[src/rtl/uart_packet_tx.sv]
// Packet framer: latches a 3-byte header plus payload, then feeds the UART one byte
// at a time over the trmt/tx_data/tx_done handshake, pausing between bytes while tx_en is low.
module uart_packet_tx #(
    parameter int PAYLOAD_BYTES = 18,
    parameter int HDR_BYTES     = 3,
    localparam int N            = HDR_BYTES + PAYLOAD_BYTES,
    localparam int IDX_W        = (N > 1) ? $clog2(N) : 1
) (
    input  logic                       clk,
    input  logic                       rst_n,
    input  logic                       start,
    input  logic [7:0]                 cmd,
    input  logic [15:0]                tag,
    input  logic [8*PAYLOAD_BYTES-1:0] payload,
    input  logic                       tx_en,
    input  logic                       tx_done,
    output logic                       trmt,
    output logic [7:0]                 tx_data,
    output logic                       busy,
    output logic                       done,
    output logic [IDX_W-1:0]           byte_idx
);

    localparam logic [IDX_W-1:0] LAST_IDX = IDX_W'(N - 1);

    typedef enum logic [1:0] {
        ST_IDLE = 2'd0,
        ST_ARM  = 2'd1,
        ST_WAIT = 2'd2,
        ST_FIN  = 2'd3
    } state_t;

    state_t           state_r;
    state_t           state_nxt_s;
    logic [7:0]       shadow_r [N];
    logic [7:0]       tx_data_r;
    logic             busy_r;
    logic             done_r;
    logic             first_wait_r;
    logic [IDX_W-1:0] byte_idx_r;
    logic [IDX_W-1:0] idx_inc_s;
    logic             accept_s;
    logic             launch_s;
    logic             advance_s;
    logic             finish_s;

    assign idx_inc_s = byte_idx_r + IDX_W'(1);

    // State register
    always_ff @(posedge clk or negedge rst_n) begin
        if (!rst_n) begin
            state_r <= ST_IDLE;
        end else begin
            state_r <= state_nxt_s;
        end
    end

    // Next-state decode and per-cycle control strobes
    always_comb begin
        state_nxt_s = state_r;
        accept_s    = 1'b0;
        launch_s    = 1'b0;
        advance_s   = 1'b0;
        finish_s    = 1'b0;
        case (state_r)
            ST_IDLE: begin
                if (start) begin
                    accept_s    = 1'b1;
                    state_nxt_s = ST_ARM;
                end else begin
                    state_nxt_s = ST_IDLE;
                end
            end
            ST_ARM: begin
                if (tx_en) begin
                    launch_s    = 1'b1;
                    state_nxt_s = ST_WAIT;
                end else begin
                    state_nxt_s = ST_ARM;
                end
            end
            ST_WAIT: begin
                // tx_done may still be stale from the previous byte in the first WAIT cycle
                if (!first_wait_r && tx_done) begin
                    if (byte_idx_r == LAST_IDX) begin
                        finish_s    = 1'b1;
                        state_nxt_s = ST_FIN;
                    end else begin
                        advance_s   = 1'b1;
                        state_nxt_s = ST_ARM;
                    end
                end else begin
                    state_nxt_s = ST_WAIT;
                end
            end
            ST_FIN: begin
                state_nxt_s = ST_IDLE;
            end
            default: begin
                state_nxt_s = ST_IDLE;
            end
        endcase
    end

    // Shadow buffer, byte index, presented byte and status flags
    always_ff @(posedge clk or negedge rst_n) begin
        if (!rst_n) begin
            for (int i = 0; i < N; i++) begin
                shadow_r[i] <= 8'h00;
            end
            tx_data_r    <= 8'h00;
            busy_r       <= 1'b0;
            done_r       <= 1'b0;
            first_wait_r <= 1'b0;
            byte_idx_r   <= '0;
        end else begin
            if (accept_s) begin
                shadow_r[0] <= cmd;
                shadow_r[1] <= tag[7:0];
                shadow_r[2] <= tag[15:8];
                for (int i = 0; i < PAYLOAD_BYTES; i++) begin
                    shadow_r[HDR_BYTES + i] <= payload[8*i +: 8];
                end
                tx_data_r  <= cmd;
                busy_r     <= 1'b1;
                byte_idx_r <= '0;
            end else if (advance_s) begin
                tx_data_r  <= shadow_r[idx_inc_s];
                byte_idx_r <= idx_inc_s;
            end else if (finish_s) begin
                busy_r     <= 1'b0;
                byte_idx_r <= '0;
            end else begin
                byte_idx_r <= byte_idx_r;
            end
            done_r       <= finish_s;
            first_wait_r <= launch_s;
        end
    end

    // The launch strobe is the ARM-cycle decision itself, giving one-cycle start latency
    assign trmt     = launch_s;
    assign tx_data  = tx_data_r;
    assign busy     = busy_r;
    assign done     = done_r;
    assign byte_idx = byte_idx_r;

endmodule
[config.mk]
export PLATFORM = sky130hd
export DESIGN_NAME = uart_packet_tx
export DESIGN_NICKNAME = d
export VERILOG_FILES = /design/src/rtl/uart_packet_tx.sv
export SDC_FILE = /design/constraint.sdc
export NUM_CORES = 1
export LEC_CHECK = 0
export CAP_MARGIN = 20
export CORE_MARGIN = 2
export CORE_UTILIZATION = 38
export DETAILED_ROUTE_END_ITERATION = 10
export DONT_BUFFER_PORTS = 1
export GPL_TIMING_DRIVEN = 0
export PLACE_DENSITY = 0.5
export RECOVER_POWER = 50
export SLEW_MARGIN = 20
export SYNTH_ARGS = -nofsm -noshare
export SYNTH_HDL_FRONTEND = slang
export SYNTH_SLANG_ARGS = --single-unit
[constraint.sdc]
create_clock -name clk -period 6.6 [get_ports clk]
set_clock_uncertainty 0.05 [all_clocks]
set_input_delay 1.98 -clock clk [delete_from_list [all_inputs] [get_ports clk]]
set_output_delay 1.98 -clock clk [all_outputs]
set_load 0.005 [all_outputs]
* Yosys cells after proc, flatten, opt, wreduce, memory -nomap -nowiden *
Cells that the tools add are included.

storage, ports and cells
  register bits = 186
  bits of input ports = 173
  output and inout bits = 16

cells by class
  equal/unequal tests = 5
  $add $sub $neg = 1
  bitwise logic cells = 1
  reduce and logical (&&, ||, !) cells = 7
  multiplexer cells = 26
  order comparisons = 1

operators by type and width
  kind                   count
  $bmux W8 S5            1
  $mux W8                4
  $mux W5                3
  $mux W1                14
  $pmux W2 S4            1
  $ge A6 B6 Y1 const B   1
  $mux W2                3
  $not A5 Y6             1
  $add A5 B1 Y5 const B  1
  $eq A5 B5 Y1 const B   1
  $eq A2 B2 Y1 const B   2
  $reduce_bool A2 Y1     2
  $reduce_bool A3 Y1     1
  $eq A2 B1 Y1 const B   1
  $logic_not A2 Y1       1
  $ne A2 B2 Y1 const B   1
  $reduce_and A2 Y1      1
  $logic_and A1 B1 Y1    1
  $logic_not A1 Y1       1

* Longest topological paths before layout *
  depth after elaboration = 7
  depth in mapped cells = 10

* Worst setup path before layout *
No wires, ideal clock.

  path kind = in2out
  start point = input tx_en
  end point = output trmt
  path buffers = 0
  slack = 2405 ps
  cell stages on the path = 2
  required time = 4570 ps
  arrival time = 2165 ps
  cell sequence = inv_1 nor2_1

between the ends
  cells in the longest elaborated chain, start to end = 2

RTL lines
  item                line  source
  start: declaration  15    input logic tx_en,
  $mux W1             75    if (tx_en) begin
  $mux W1             65    case (state_r)
  end: declaration    17    output logic trmt,

Every way passes these cells.

* Worst setup path after layout *
Ends and elaborated chain as after synthesis.

==> flow_metrics.py <==
metrics = {
    "timing": {
        "rsz0062_at_grt": "no",
        "fin_crit_sh_pct": 64.2,
        "relSlewSlack_pct": 39.1,
        "hold_slack_ps": 420,
        "fin_crit_ps": 4240,
        "finalHoldViolations": 0,
        "fmax_ghz": 0.236,
        "setup_viol": 0,
        "tightestPinTransition_ps": 910,
        "slew_viol_final": 0,
        "fin_setup_tns_ps": 0,
    },
    "clock_tree": {
        "cts.sinks": 186,
        "cts_root_buf": "clkbuf_16",
        "post-cts-setup-buffers": 0,
        "htree_levels": 4,
        "cts_buffers": 17,
        "cts.repair.resized": 0,
        "cts_tree": "built",
        "hold_buffers": 0,
        "clk_pin_slew_ps": 70,
        "ctsLongestPathBuffers": 2,
        "clk_latency_ps": 450,
    },
    "synth": {
        "yosysUniqueCellTypes": 38,
        "synth_xor_area_share_pct": 0.305,
        "synth-compound-area-share_pct": 4.62,
        "synth_area_um2": 8610,
        "synth_seq_cells": 186,
        "ys_seq_area_share_pct": 54.1,
        "synth_cells": 918,
        "synthTopCellsByArea": "dfrtp_1, nand2_1, mux4_1, mux4_2, mux2i_1",
        "synth-simple-area-share_pct": 24.4,
        "yosysTopAreaCell": "dfrtp_1",
        "muxShareOfSynthArea_pct": 13.0,
        "synth_largest_type_area_fraction_pct": 54.1,
        "syn_nets": 1093,
        "synth_top_family_by_area": "simple AND/OR/NAND/NOR gates",
        "avgSynthCellArea_um2": 9.37,
        "synthAdderAreaFrac_pct": 0.291,
        "yosysWarnings": 0,
    },
    "cells_and_area": {
        "antenna_cells": 0,
        "final_nets": 1112,
        "fin_cells": 1235,
        "syn2layout_area_growth_pct": 10.9,
        "drive_above_1_share_pct": 7.68,
    },
    "placed_design": {
        "hpwl_um": 18200,
        "dp.cells": 1203,
        "io_buffers": 0,
        "place.gp.congestion": 0.795,
    },
    "global_routing": {
        "grt_pass1_vias": 6405,
        "gr-total-overflow": 0,
        "antenna_found_initial": 1,
        "grt_first_pass_wirelength_um": 39000,
        "grt_start_max_net_pins": 187,
        "grt_use_total_pct": 22.1,
    },
    "setup_path": {
        "cp-end-kind": "primary output",
        "startpoint_type": "primary input",
        "slowest_stage": "nor2_1",
        "cp_max_fo": 3,
        "crit_path_max_incr_delay_ps": 210,
        "critPathRequiredTime_ps": 4570,
        "path_class": "primary input to primary output",
        "arrival_ps": 2210,
        "cp_num_buf_inv": 1,
        "path_delay_family": "simple AND/OR/NAND/NOR gates",
        "crit_path_cell_trace": "inv_1 -> nor2_1",
    },
    "min_path": {
        "hp-class": "register to register",
    },
    "route": {
        "drt-vias-per-instance": 5.10,
        "drc": 0,
        "post_drt_wl_per_cell_um": 20.6,
        "drtIter0Drc": 371,
        "final_antenna_net_count": 0,
        "routed_wirelength_um": 25500,
        "num_vias": 6300,
        "first_pass_iters": 4,
    },
    "floorplanning": {
        "die_h_um": 154,
        "die_x_um": 154,
        "initial_core_util_pct": 38.4,
        "fp-row-count": 55,
        "dieArea_um2": 23900,
        "core_um2": 22400,
        "pin_count": 189,
    },
    "pwr": {
        "power-per-cell-area_nw_per_um2": 508,
        "peakVddDrop_mv": 0.167,
        "power_leakage_uw": 0.00470,
        "power_uw": 4850,
    },
    "status": {
        "status": "finished clean",
    },
    "job": {
        "max_cap_viol_count": 0,
    },
}
==> cell usage after synthesis <==
cell type,count
a21oi_1,8
a221oi_1,8
a22o_1,2
a22oi_1,1
a31o_2,1
a31oi_1,1
and2_1,2
and3_1,2
and4bb_2,1
buf_1,3
buf_2,7
buf_4,4
buf_6,4
clkbuf_1,40
dfrtp_1,186
ha_1,2
inv_1,5
mux2_2,8
mux2i_1,24
mux4_1,17
mux4_2,15
nand2_1,512
nand2b_1,2
nand3_1,11
nand3b_1,2
nand4b_1,1
nor2_1,6
nor2b_1,2
nor3_1,1
o21ai_0,9
o21ai_1,1
o22a_1,8
o22ai_1,7
o31ai_1,10
o32ai_1,1
or2_2,1
xnor2_1,2
xor2_1,1
==> cell usage in the layout, fill, tap and decap left out, drive strengths merged <==
cell type / Yosys / layout
o22a: 8 / 8
buf: 18 / 18
or2: 1 / 1
nand2b: 2 / 2
and2: 2 / 2
and3: 2 / 2
a31oi: 1 / 1
nor2: 6 / 6
clkbuf: 40 / 59
a21oi: 8 / 8
a22o: 2 / 2
a31o: 1 / 1
nor2b: 2 / 2
nand2: 512 / 512
inv: 5 / 13
nand3b: 2 / 2
nand3: 11 / 11
o21ai: 10 / 10
o22ai: 7 / 7
mux2: 8 / 8
mux2i: 24 / 24
o31ai: 10 / 10
o32ai: 1 / 1
clkinvlp: 0 / 3
clkinv: 0 / 2
a22oi: 1 / 1
dfrtp: 186 / 186
xnor2: 2 / 2
xor2: 1 / 1
nand4b: 1 / 1
nor3: 1 / 1
mux4: 32 / 32
a221oi: 8 / 8
ha: 2 / 2
and4bb: 1 / 1
==> flip-flops by register name (all words and copies together) (netlist names) <==
signal	cells
tx_data	8
state_r	2
shadow_r	168
done	1
busy	1
first_wait_r	1
byte_idx	5
==> cells by family after synthesis <==
logic type	Yosys count
DFF	186
and+or+nand+nor	543
xor gates and xnor gates	3
buffers and inverters	63
adders and majority gates	2
muxes	64
AOI/OAI and AO/OA	57
==> area by class of cell <==
cell class                 count  area [um2]
inverter                       5        18.8
clock inverter                13         125
clock buffer                  19         443
tap                          285         357
multi-input combinational    669        3670
buffer                        58         272
fill                        2277       12900
sequential                   186        4650
==> through the flow <==
| step | utilization [%] | instance area (um2) | worst slack, ps |
|---|---|---|---|
| final | 42.5 | 9540 | 2360 |
| after global routing | 42.5 | 9540 | 2320 |
| after CTS | 42.5 | 9530 | 2350 |
| after detailed placement | 39.9 | 8960 | 2360 |
| after global placement | 39.9 | 8960 | 2360 |
| after floorplan | - | 8610 | 2400 |
==> power breakdown <==
group | total [uW] | internal [uW] | switching, uW | leakage [uW]
Sequential | 1970 | 1670 | 298 | 0.00230
Clock | 1010 | 510 | 504 | 0.000270
Combinational | 1870 | 756 | 1110 | 0.00213
==> per-layer routing <==
layer / vias to the layer above / GRT usage, % / part of all wire, %
met4: 2 / 6.66 / 1.8
met2: 160 / 34.8 / 47
met3: 24 / 5.77 / 5.8
met1: 3076 / 30.3 / 45
met5: - / 0 / 0.047
li1: 3038 / - / -
==> worst paths after layout <==
kind                            endpoint  slack (ps)         start  cells after the start
max                                 trmt        2360         tx_en                      2
min                         shadow_r[97]         420  shadow_r[97]                      2
max reg2reg                   tx_data[3]        3470   byte_idx[0]                     10
min reg2reg                 shadow_r[97]         420  shadow_r[97]                      2
max in group asynchronous   shadow_r[74]        5110         rst_n                      0
min in group asynchronous  shadow_r[123]        1180         rst_n                      0
Power figures use the tool's default switching activity.
